$ cat config.mk
export PLATFORM = sky130hd
export DESIGN_NAME = lut_sweep_engine
export DESIGN_NICKNAME = d
export VERILOG_FILES = /design/src/rtl/lut_sweep_engine.sv
export SDC_FILE = /design/constraint.sdc
export NUM_CORES = 1
export LEC_CHECK = 0
export CORE_UTILIZATION = 41
export CTS_CLUSTER_SIZE = 25
export DETAILED_ROUTE_END_ITERATION = 12
export SLEW_MARGIN = 20
export SYNTH_ARGS = -nofsm -noshare
export SYNTH_HDL_FRONTEND = slang
export SYNTH_SLANG_ARGS = --single-unit
$ cat constraint.sdc
create_clock -name clk -period 2.5 [get_ports clk]
set_input_delay 0.375 -clock clk [delete_from_list [all_inputs] [get_ports clk]]
set_output_delay 0.375 -clock clk [all_outputs]
set_load 0.005 [all_outputs]
$ cat src/rtl/lut_sweep_engine.sv
// Bank of NOUT programmable NIN-input truth tables, evaluated on demand or
// swept over every input vector in ascending order behind a valid/ready output.
module lut_sweep_engine #(
  parameter  int NIN   = 4,
  parameter  int NOUT  = 10,
  localparam int FN_W  = (NOUT > 1) ? $clog2(NOUT) : 1,
  localparam int DEPTH = 1 << NIN
) (
  input  logic              clk,
  input  logic              rst,
  input  logic              cfg_we,
  input  logic [FN_W-1:0]   cfg_fn,
  input  logic [DEPTH-1:0]  cfg_tbl,
  input  logic              in_valid,
  input  logic [NIN-1:0]    in_vec,
  output logic              in_ready,
  input  logic              sweep_start,
  output logic              busy,
  output logic              done,
  output logic              out_valid,
  input  logic              out_ready,
  output logic [NIN-1:0]    out_idx,
  output logic [NOUT-1:0]   out_vec
);

  typedef enum logic {IDLE, SWEEP} state_t;

  localparam logic [FN_W:0] FN_LIMIT = (FN_W + 1)'(NOUT);

  state_t            state, state_next;
  logic [NIN-1:0]    cnt;
  logic              cnt_last;
  logic [DEPTH-1:0]  tbl [NOUT];
  logic              eval_load, sweep_load, cfg_write;
  logic [NIN-1:0]    eval_idx;
  logic [NOUT-1:0]   eval_vec;

  assign cnt_last = (cnt == {NIN{1'b1}});

  // NOTE: sequential state uses non-blocking assignments so every register
  // samples pre-edge values; this is also what makes a same-cycle write and
  // evaluate read the old table contents.
  always_ff @(posedge clk) begin
    if (rst) state <= IDLE;
    else     state <= state_next;
  end

  // NOTE: every combinational output gets a default first so no path leaves
  // it unassigned and infers a latch.
  always_comb begin
    state_next = state;
    case (state)
      IDLE:    if (sweep_start) state_next = SWEEP;
      SWEEP:   if (sweep_load && cnt_last) state_next = IDLE;
      default: state_next = IDLE;
    endcase
  end

  always_comb begin
    busy       = (state == SWEEP);
    in_ready   = (state == IDLE) && !sweep_start && (!out_valid || out_ready);
    eval_load  = in_valid && in_ready;
    sweep_load = (state == SWEEP) && (!out_valid || out_ready);
    cfg_write  = cfg_we && (state == IDLE) && ({1'b0, cfg_fn} < FN_LIMIT);
  end

  // During a sweep the counter drives the lookup; otherwise the request does.
  assign eval_idx = busy ? cnt : in_vec;

  always_comb begin
    eval_vec = '0;
    for (int k = 0; k < NOUT; k++) eval_vec[k] = tbl[k][eval_idx];
  end

  // NOTE: the tables are flip-flops that must read as zero after reset, so
  // they are cleared explicitly rather than left to power-up state.
  always_ff @(posedge clk) begin
    if (rst) begin
      for (int k = 0; k < NOUT; k++) tbl[k] <= '0;
    end else if (cfg_write) begin
      tbl[cfg_fn] <= cfg_tbl;
    end
  end

  always_ff @(posedge clk) begin
    if (rst) begin
      cnt       <= '0;
      done      <= 1'b0;
      out_valid <= 1'b0;
      out_idx   <= '0;
      out_vec   <= '0;
    end else begin
      done <= sweep_load && cnt_last;
      // The counter stops on the last vector; the next sweep clears it.
      if ((state == IDLE) && sweep_start)  cnt <= '0;
      else if (sweep_load && !cnt_last)    cnt <= cnt + 1'b1;
      if (eval_load || sweep_load) begin
        out_valid <= 1'b1;
        out_idx   <= eval_idx;
        out_vec   <= eval_vec;
      end else if (out_ready) begin
        out_valid <= 1'b0;
      end
    end
  end

endmodule

==> flow_metrics.py, run 1 <==
metrics = {
    "status": {
        "status": "finished, final reports clean",
    },
    "yosys": {
        "synth_area_um2": 7880,
        "synth_edf_count": 160,
        "yosysSeqAreaShare": 0.663,
        "synth_xor_area_frac": 0.00222,
        "synth_compound_area_frac": 0.0591,
        "avgSynthCellArea_um2": 11.4,
        "ys_ff_latch": 181,
        "ys_warn_count": 0,
        "synthesis.nets": 720,
        "synth_fa_ha_area_frac": 0.00159,
        "synth_top_family_by_area": "simple AND/OR/NAND/NOR gates",
        "synth.area.mux_share": 0.0451,
        "yosys.area_share.simple": 0.188,
        "postSynthCellCount": 689,
        "synth_flop_cell": "edfxtp_1",
        "synth.distinct_cells": 41,
        "async_flop_share": 0,
    },
    "power_and_ir_drop": {
        "power.internal_mw": 5.10,
        "sw_frac_of_total": 0.241,
        "pwr-share-clk": 0.383,
        "power_frac_comb": 0.102,
        "ir_drop_uv": 462,
        "p_switching_mw": 1.62,
        "leakage_nw": 3.53,
        "seqPwrFrac": 0.515,
        "powerDensity_nw_per_um2": 698,
    },
    "clock_network": {
        "cts_hold_buffers": 0,
        "cts_buffer_depth": 2,
        "cts_max_level": 4,
        "clock_sinks": 181,
        "root_buffer": "clkbuf_16",
        "postCtsSetupBuffers": 0,
        "cts_resized": 0,
        "clk_latency_ps": 430,
        "clk_pin_slew_worst_paths_ps": 70,
        "cts_tree": "done",
        "cts_buffers": 17,
    },
    "finish": {
        "layout.cells.non_filler": 1018,
        "antenna_cells": 0,
        "syn_to_final_growth_pct": 22.2,
        "nets": 802,
        "drive_above_1_share": 0.133,
        "mostFrequentLayoutCells": "edfxtp_1, nor2_1, nand2_1",
        "fillers": 1665,
        "final_common_cell": "edfxtp_1",
    },
    "detailed_routing": {
        "dr.pass1.iters": 5,
        "ant_nets": 0,
        "remaining_drc_errors": 0,
        "wl_per_cell_um": 19.8,
        "first_iter_violations": 735,
        "vias": 5650,
        "totalWireLength_mm": 20.2,
        "vias_per_cell": 5.55,
    },
    "global_route": {
        "first_global_vias": 5427,
        "antenna_found_initial": 0,
        "grt_max_degree": 52,
        "grt-ovfl-total": 0,
        "grt_pass1_wl_mm": 30.4,
        "grtUsageTotal": 0.212,
    },
    "run": {
        "drv_cap": 0,
    },
    "sta": {
        "timing.final.crit_period_ps": 2300,
        "skew_ps": 7.32,
        "tns_ps": 0,
        "fmax_mhz": 435,
        "post-route-period-util": 0.921,
        "slew_viol_final": 0,
        "relSlewSlack": 0.264,
        "setup_viol": 0,
        "worstMarginPinSlew_ps": 1100,
        "rsz0062_at_grt": "no",
        "hold_viol_final": 0,
    },
    "placed_design": {
        "dp_hpwl_mm": 12.2,
        "place_inst": 986,
        "io_buffer_count": 47,
        "place_congestion": 0.854,
    },
    "floorplanning": {
        "rows": 50,
        "core_um2": 18800,
        "start_util": 0.420,
        "dieArea_um2": 19800,
        "die_x_um": 141,
        "io_pins": 48,
        "die_y_um": 141,
    },
    "critical_path": {
        "cp.required_ps": 2120,
        "r2r_end": "out_vec[7]",
        "rrSetupSlack_ps": 210,
        "rr_worst_depth": 4,
        "reg2reg_from": "busy",
        "critPathLaunchType": "flop",
        "crit_path_end_kind": "primary output",
        "worst-path-max-fanout": 16,
        "cp_data_arrival_time_ps": 1930,
        "crit_type": "flop to primary output",
    },
    "min_path": {
        "hold_end": "out_vec[2]",
        "hold_class": "flop to flop",
        "hold_depth": 2,
        "min_from": "out_vec[2]",
    },
}
==> metrics by stage <==
| step | power (mW) | hold slack, ps | setup WS [ps] | area [µm²] | utilization |
|---|---|---|---|---|---|
| final | 6.72 | 486 | 199 | 9630 | 0.513 |
| after global placement | 4.19 | 466 | 136 | 9060 | 0.483 |
| after CTS | 6.75 | 484 | 185 | 9630 | 0.513 |
| after floorplan | 3.86 | 458 | 281 | 7880 | - |
| after global routing | 6.93 | 520 | 55.9 | 9630 | 0.513 |
| after detailed placement | 4.21 | 468 | 130 | 9060 | 0.483 |
==> power by group through the flow <==
stage                     Sequential (mW)  Clock, mW  Combinational [mW]
after global placement               3.52          0               0.677
final                                3.46       2.58               0.686
after floorplan                      3.51          0               0.348
after CTS                            3.46       2.60               0.686
after detailed placement             3.52          0               0.684
after global routing                 3.47       2.73               0.733
==> flip-flops by register name, indices dropped and copies added (netlist names) <==
name	flops
tbl	160
out_idx	4
busy	1
done	1
out_vec	10
out_valid	1
cnt	4
==> kinds of logic after synthesis <==
| family | after synthesis |
|---|---|
| compound gates | 55 |
| xor+xnor | 2 |
| fa+ha+maj | 1 |
| buf+inv | 65 |
| flops | 181 |
| mux | 35 |
| simple gates | 350 |
==> synthesized netlist by cell type (all sizes together) (13+ instances only) <==
cell type    n  area (µm²)
edfxtp     160        4800
nor2       156         586
nand2      140         533
a32oi       40         350
mux2i       34         344
buf         31         194
nand3       25         135
dfxtp       21         420
inv         21        78.8
clkbuf      13        48.8
nand4       13        87.6
==> area by class of cell <==
| type | count | area, µm² | share of cell area |
|---|---|---|---|
| flip-flops and latches | 181 | 5230 | 0.543 |
| clock inverters | 14 | 136 | 0.0142 |
| well taps | 234 | 293 | 0.0304 |
| inverters | 21 | 78.8 | 0.00819 |
| clock buffers | 18 | 429 | 0.0446 |
| multi-input cells | 443 | 2340 | 0.244 |
| repair buffers | 107 | 1120 | 0.116 |
==> per-layer routing <==
layer | vias to the layer above | GRT usage | share of wire
met2 | 239 | 0.344 | 0.48
met4 | 0 | 0.0698 | 0.017
met1 | 2776 | 0.292 | 0.44
li1 | 2604 | - | -
met5 | - | 0 | 0
met3 | 31 | 0.0360 | 0.073
==> critical path: stages (launching register included) <==
cell and delay [ps]:
dfxtp_1 500, buf_4 270, nor3b_1 200, clkdlybuf4s50_1 530
==> how the worst max path moves through the flow <==
stage / from / to / slack (ps) / depth (start not counted)
after CTS: busy / in_ready / 190 / 3
final: busy / in_ready / 200 / 3
after global placement: in_valid / out_vec[1] / 140 / 6
after detailed placement: in_valid / out_vec[7] / 130 / 6
after floorplan: cfg_fn[2] / tbl[8][0] / 280 / 8
after global routing: busy / out_vec[0] / 60 / 4
Note: power is estimated with default switching activity, not from simulation.
==> run 2, diff against run 1 <==
Settings changed: GPL_TIMING_DRIVEN set to 0.
==> run 2 against run 1 <==
  * Core utilization shrank 1.9 points
  * Critical path type is now input pin to flop
  * Sequential power barely moved
  * Register-to-register slack got worse by 20 ps
  * Critical endpoint is now tbl[7][4]
  * Via count rose by 0.97%
  * Highest routed layer unchanged
==> flow_metrics.py, run 2 (synthesized netlist as in run 1, its figures left out) <==
metrics = {
    "global_route": {
        "antenna_found_initial": 0,
        "grt_pass1_wl_mm": 31.7,
        "grtUsageTotal": 0.224,
        "first_global_vias": 5392,
        "grt-ovfl-total": 0,
        "grt_max_degree": 17,
    },
    "detailed_routing": {
        "vias": 5705,
        "ant_nets": 0,
        "dr.pass1.iters": 5,
        "remaining_drc_errors": 0,
        "first_iter_violations": 706,
        "totalWireLength_mm": 21.4,
        "wl_per_cell_um": 21.4,
        "vias_per_cell": 5.72,
    },
    "clock_network": {
        "clk_pin_slew_worst_paths_ps": 70,
        "clock_sinks": 181,
        "cts_tree": "done",
        "cts_hold_buffers": 0,
        "cts_buffers": 17,
        "postCtsSetupBuffers": 0,
        "root_buffer": "clkbuf_16",
        "cts_max_level": 4,
        "clk_latency_ps": 430,
        "cts_buffer_depth": 2,
    },
    "sta": {
        "fmax_mhz": 432,
        "post-route-period-util": 0.927,
        "setup_viol": 0,
        "hold_viol_final": 0,
        "rsz0062_at_grt": "no",
        "worst_slack_ps": 183,
        "timing.final.crit_period_ps": 2320,
        "skew_ps": 12.3,
        "relSlewSlack": 0.265,
        "worstMarginPinSlew_ps": 1100,
        "slew_viol_final": 0,
    },
    "finish": {
        "nets": 782,
        "fillers": 1678,
        "multi_input_area_um2": 2350,
        "mostFrequentLayoutCells": "edfxtp_1, nor2_1, nand2_1",
        "antenna_cells": 0,
        "syn_to_final_growth_pct": 17.8,
        "drive_above_1_share": 0.107,
        "postLayoutCoreUtil": 0.494,
        "final_common_cell": "edfxtp_1",
        "reg_top3": "tbl: 160 flops, out_vec: 10 flops",
        "regMostFlops": "tbl",
        "largest_reg_flops": 160,
        "seq_area_um2": 5230,
    },
    "critical_path": {
        "crit_path_top_delay_cell": "clkdlybuf4s50_1",
        "crit_type": "input pin to flop",
        "crit_path_end_kind": "flop",
        "cp.required_ps": 2580,
        "max_stage_delay_ps": 440,
        "worst-path-max-fanout": 16,
        "crit_start": "cfg_fn[3]",
        "worst-path-buf-inv": 4,
        "reg2reg_from": "busy",
        "path_delay_family": "buffers and inverters",
        "cp_data_arrival_time_ps": 2400,
        "crit_chain": "clkdlybuf4s50_1 -> o21ai_1 -> and4b_1 -> buf_4 -> buf_6 -> nand4_2 -> buf_2 -> nand2_2",
        "critPathLaunchType": "input pin",
    },
    "min_path": {
        "hold_class": "input pin to flop",
        "min_from": "rst",
    },
    "floorplanning": {
        "rows": 50,
        "io_pins": 48,
        "die_y_um": 141,
        "die_x_um": 141,
        "core_um2": 18800,
        "dieArea_um2": 19800,
        "start_util": 0.420,
    },
    "placed_design": {
        "io_buffer_count": 43,
        "place_congestion": 0.832,
        "dp_hpwl_mm": 13.8,
        "place_ws_ps": -444,
    },
    "power_and_ir_drop": {
        "leakage_nw": 3.33,
        "ir_drop_uv": 450,
        "p_total_mw": 7.03,
        "powerDensity_nw_per_um2": 758,
    },
    "status": {
        "status": "finished, final reports clean",
    },
    "run": {
        "drv_cap": 0,
    },
}
-- run 2: cell count changes in the layout (fill, tap and decap cells not counted), moves of 2 or more --
cell	before	now
nand2_1	137	128
clkdlybuf4s50_1	47	43
inv_6	6	2
buf_4	44	11
clkbuf_1	1	14
nand2_2	3	12
buf_2	0	17
buf_12	16	0
clkinvlp_4	0	2
bufinv_16	1	5
buf_6	0	2
-- run 2: metal layers --
layer	vias up	GRT usage	part of all wire
met5	-	0	0
met4	0	0.0812	0.017
met3	31	0.0425	0.087
met2	264	0.350	0.46
met1	2842	0.313	0.44
li1	2568	-	-
-- run 2: cell type report --
class / instances / share of cell area
clock inverters: 14 / 0.0243
well taps: 234 / 0.0316
flip-flops and latches: 181 / 0.563
multi-input cells: 443 / 0.254
plain buffers: 44 / 0.0262
inverters: 21 / 0.00850
repair buffers: 43 / 0.0464
clock buffers: 18 / 0.0463
-- run 2: final timing paths --
path	endpoint	slack, ps	cells past startpoint
worst min-delay path	out_idx[1]	240	2
worst max-delay path	tbl[7][4]	180	8
worst min register to register	out_vec[5]	490	2
worst max register to register	out_vec[0]	190	6
-- run 2: power breakdown --
part           total [mW]  internal (mW)  switching, mW
Combinational       0.632          0.225          0.407
Sequential           3.45           3.41         0.0476
Clock                2.94           1.79           1.16
Total                7.03           5.42           1.61
-- run 2: through the flow --
step,instances,setup TNS [ps],area (µm²),hold slack (ps)
6_report,998,0,9280,242
5_1_grt,998,0,9280,251
4_1_cts,998,0,9260,228
3_5_place_dp,966,-54050,8600,463
3_3_place_gp,966,-49380,8600,454
2_1_floorplan,689,0,7880,458
-- run 2: what timing repair did --
item,in CTS,in global routing
endpoints found under the setup margin,0,144
gates resized for setup,0,9
endpoints found under the hold margin,0,0
==> run 3, diff against run 2 <==
Settings changed: PLACE_DENSITY set to 0.67.
==> run 3 against run 2 <==
  * Core utilization down 0.37 points
  * Sequential cell count unchanged
  * Die area unchanged
==> flow_metrics.py, run 3 (synthesized netlist as in run 1, its figures left out) <==
metrics = {
    "status": {
        "status": "finished, final reports clean",
    },
    "min_path": {
        "hold_class": "input pin to flop",
        "hold_depth": 2,
    },
    "sta": {
        "relSlewSlack": 0.211,
        "setup_viol": 0,
        "post-route-period-util": 0.949,
        "skew_ps": 7.34,
        "slew_viol_final": 0,
        "tns_ps": 0,
        "timing.final.crit_period_ps": 2370,
        "rsz0062_at_grt": "no",
        "holdWs_ps": 246,
        "fmax_mhz": 421,
        "worst_slack_ps": 127,
        "worstMarginPinSlew_ps": 1180,
        "hold_viol_final": 0,
    },
    "global_route": {
        "grtUsageMet3": 0.0428,
        "first_global_vias": 5381,
        "grt-ovfl-total": 0,
        "use_met1": 0.305,
        "grt_pass1_wl_mm": 31.5,
        "grt.busiest_layer": "met2",
        "grt_max_degree": 17,
        "antenna_found_initial": 0,
        "grtUsageTotal": 0.223,
        "use_met2": 0.352,
    },
    "floorplanning": {
        "start_util": 0.420,
        "io_pins": 48,
        "core_um2": 18800,
        "die_y_um": 141,
        "dieArea_um2": 19800,
        "die_x_um": 141,
        "rows": 50,
    },
    "placed_design": {
        "place_ws_ps": -464,
        "io_buffer_count": 43,
        "place_congestion": 0.840,
        "dp_hpwl_mm": 13.7,
    },
    "finish": {
        "final_common_cell": "edfxtp_1",
        "mostFrequentLayoutCells": "edfxtp_1, nor2_1, nand2_1",
        "reg_top3": "tbl: 160 flops, out_vec: 10 flops",
        "nets": 782,
        "drive_above_1_share": 0.106,
        "syn_to_final_growth_pct": 16.9,
        "largest_reg_flops": 160,
        "antenna_cells": 0,
        "fillers": 1671,
        "seq_area_um2": 5230,
        "regMostFlops": "tbl",
        "multi_input_area_um2": 2350,
    },
    "critical_path": {
        "max_stage_delay_ps": 570,
        "crit_path_top_delay_cell": "buf_1",
        "worst-path-buf-inv": 3,
        "crit_start": "out_ready",
        "r2r_end": "out_vec[9]",
        "critPathLaunchType": "input pin",
        "cp-endpoint": "out_vec[9]",
        "rrSetupSlack_ps": 150,
        "crit_type": "input pin to flop",
        "crit_path_end_kind": "flop",
        "reg2reg_from": "busy",
        "crit_chain": "clkdlybuf4s50_1 -> nand2b_1 -> o21a_1 -> buf_2 -> and3_1 -> buf_1 -> nand4_1 -> nand2_1",
        "worst-path-max-fanout": 10,
        "cp.required_ps": 2870,
        "cp_data_arrival_time_ps": 2740,
        "rr_worst_depth": 7,
        "path_delay_family": "buffers and inverters",
        "critical_path_depth": 8,
    },
    "clock_network": {
        "cts_tree": "done",
        "clk_latency_ps": 430,
        "cts_buffers": 17,
        "root_buffer": "clkbuf_16",
        "clk_pin_slew_worst_paths_ps": 70,
        "cts_buffer_depth": 2,
        "postCtsSetupBuffers": 0,
        "clock_sinks": 181,
        "cts_max_level": 4,
    },
    "detailed_routing": {
        "totalWireLength_mm": 21.2,
        "vias_per_cell": 5.69,
        "ant_nets": 0,
        "wl_per_cell_um": 21.2,
        "first_iter_violations": 687,
        "dr.pass1.iters": 8,
        "vias": 5679,
        "remaining_drc_errors": 0,
    },
    "power_and_ir_drop": {
        "leakage_nw": 3.31,
        "powerDensity_nw_per_um2": 731,
        "ir_drop_uv": 463,
    },
    "run": {
        "drv_cap": 0,
    },
}
==> run 3: how the worst min path moves through the flow <==
stage | start | to
2_1_floorplan | out_vec[8] | out_vec[8]
3_3_place_gp | out_vec[1] | out_vec[1]
3_5_place_dp | out_vec[5] | out_vec[5]
4_1_cts | rst | out_idx[0]
5_1_grt | rst | out_idx[0]
6_report | rst | out_idx[0]
==> run 3: area by class of cell <==
| cell class | count | share of cell area |
|---|---|---|
| sequential | 181 | 0.567 |
| multi-input combinational | 443 | 0.256 |
| clock inverter | 12 | 0.0139 |
| clock buffer | 20 | 0.0496 |
| tap | 234 | 0.0318 |
| timing repair buffer | 43 | 0.0467 |
| inverter | 21 | 0.00856 |
| buffer | 44 | 0.0264 |
==> run 3: metrics by stage <==
step | std cells | util | instance area [µm²] | power, mW
2_1_floorplan | 689 | - | 7880 | 3.86
3_3_place_gp | 966 | 0.458 | 8600 | 4.13
3_5_place_dp | 966 | 0.458 | 8600 | 4.14
4_1_cts | 998 | 0.490 | 9190 | 6.73
5_1_grt | 998 | 0.491 | 9210 | 6.91
6_report | 998 | 0.491 | 9210 | 6.73
==> run 3: what timing repair did <==
| item | in CTS | in global routing |
|---|---|---|
| hold endpoints to repair | 0 | 0 |
| setup endpoints to repair | 16 | 128 |
| gates resized for setup | 1 | 8 |
| pin swaps | 0 | 0 |
| hold buffers | 0 | 0 |
==> run 3: where the power goes <==
group	leakage, nW	switching [mW]	internal (mW)
sequential	1.84	0.0459	3.41
combinational	1.18	0.406	0.226
clock	0.287	1.13	1.52
==> run 3: layer usage <==
metal	routed length [µm]	vias up
met5	0	-
met4	395	0
met3	2160	29
met2	9870	298
met1	8760	2775
li1	-	2577
==> run 3: worst register-to-register path, stage by stage, from the launching register on <==
cell and delay (ps):
dfxtp_1 370, buf_4 200, mux2i_2 510, clkbuf_1 580
nand2_1 110, nand3_1 110, nand4_1 270, nand2_1 140
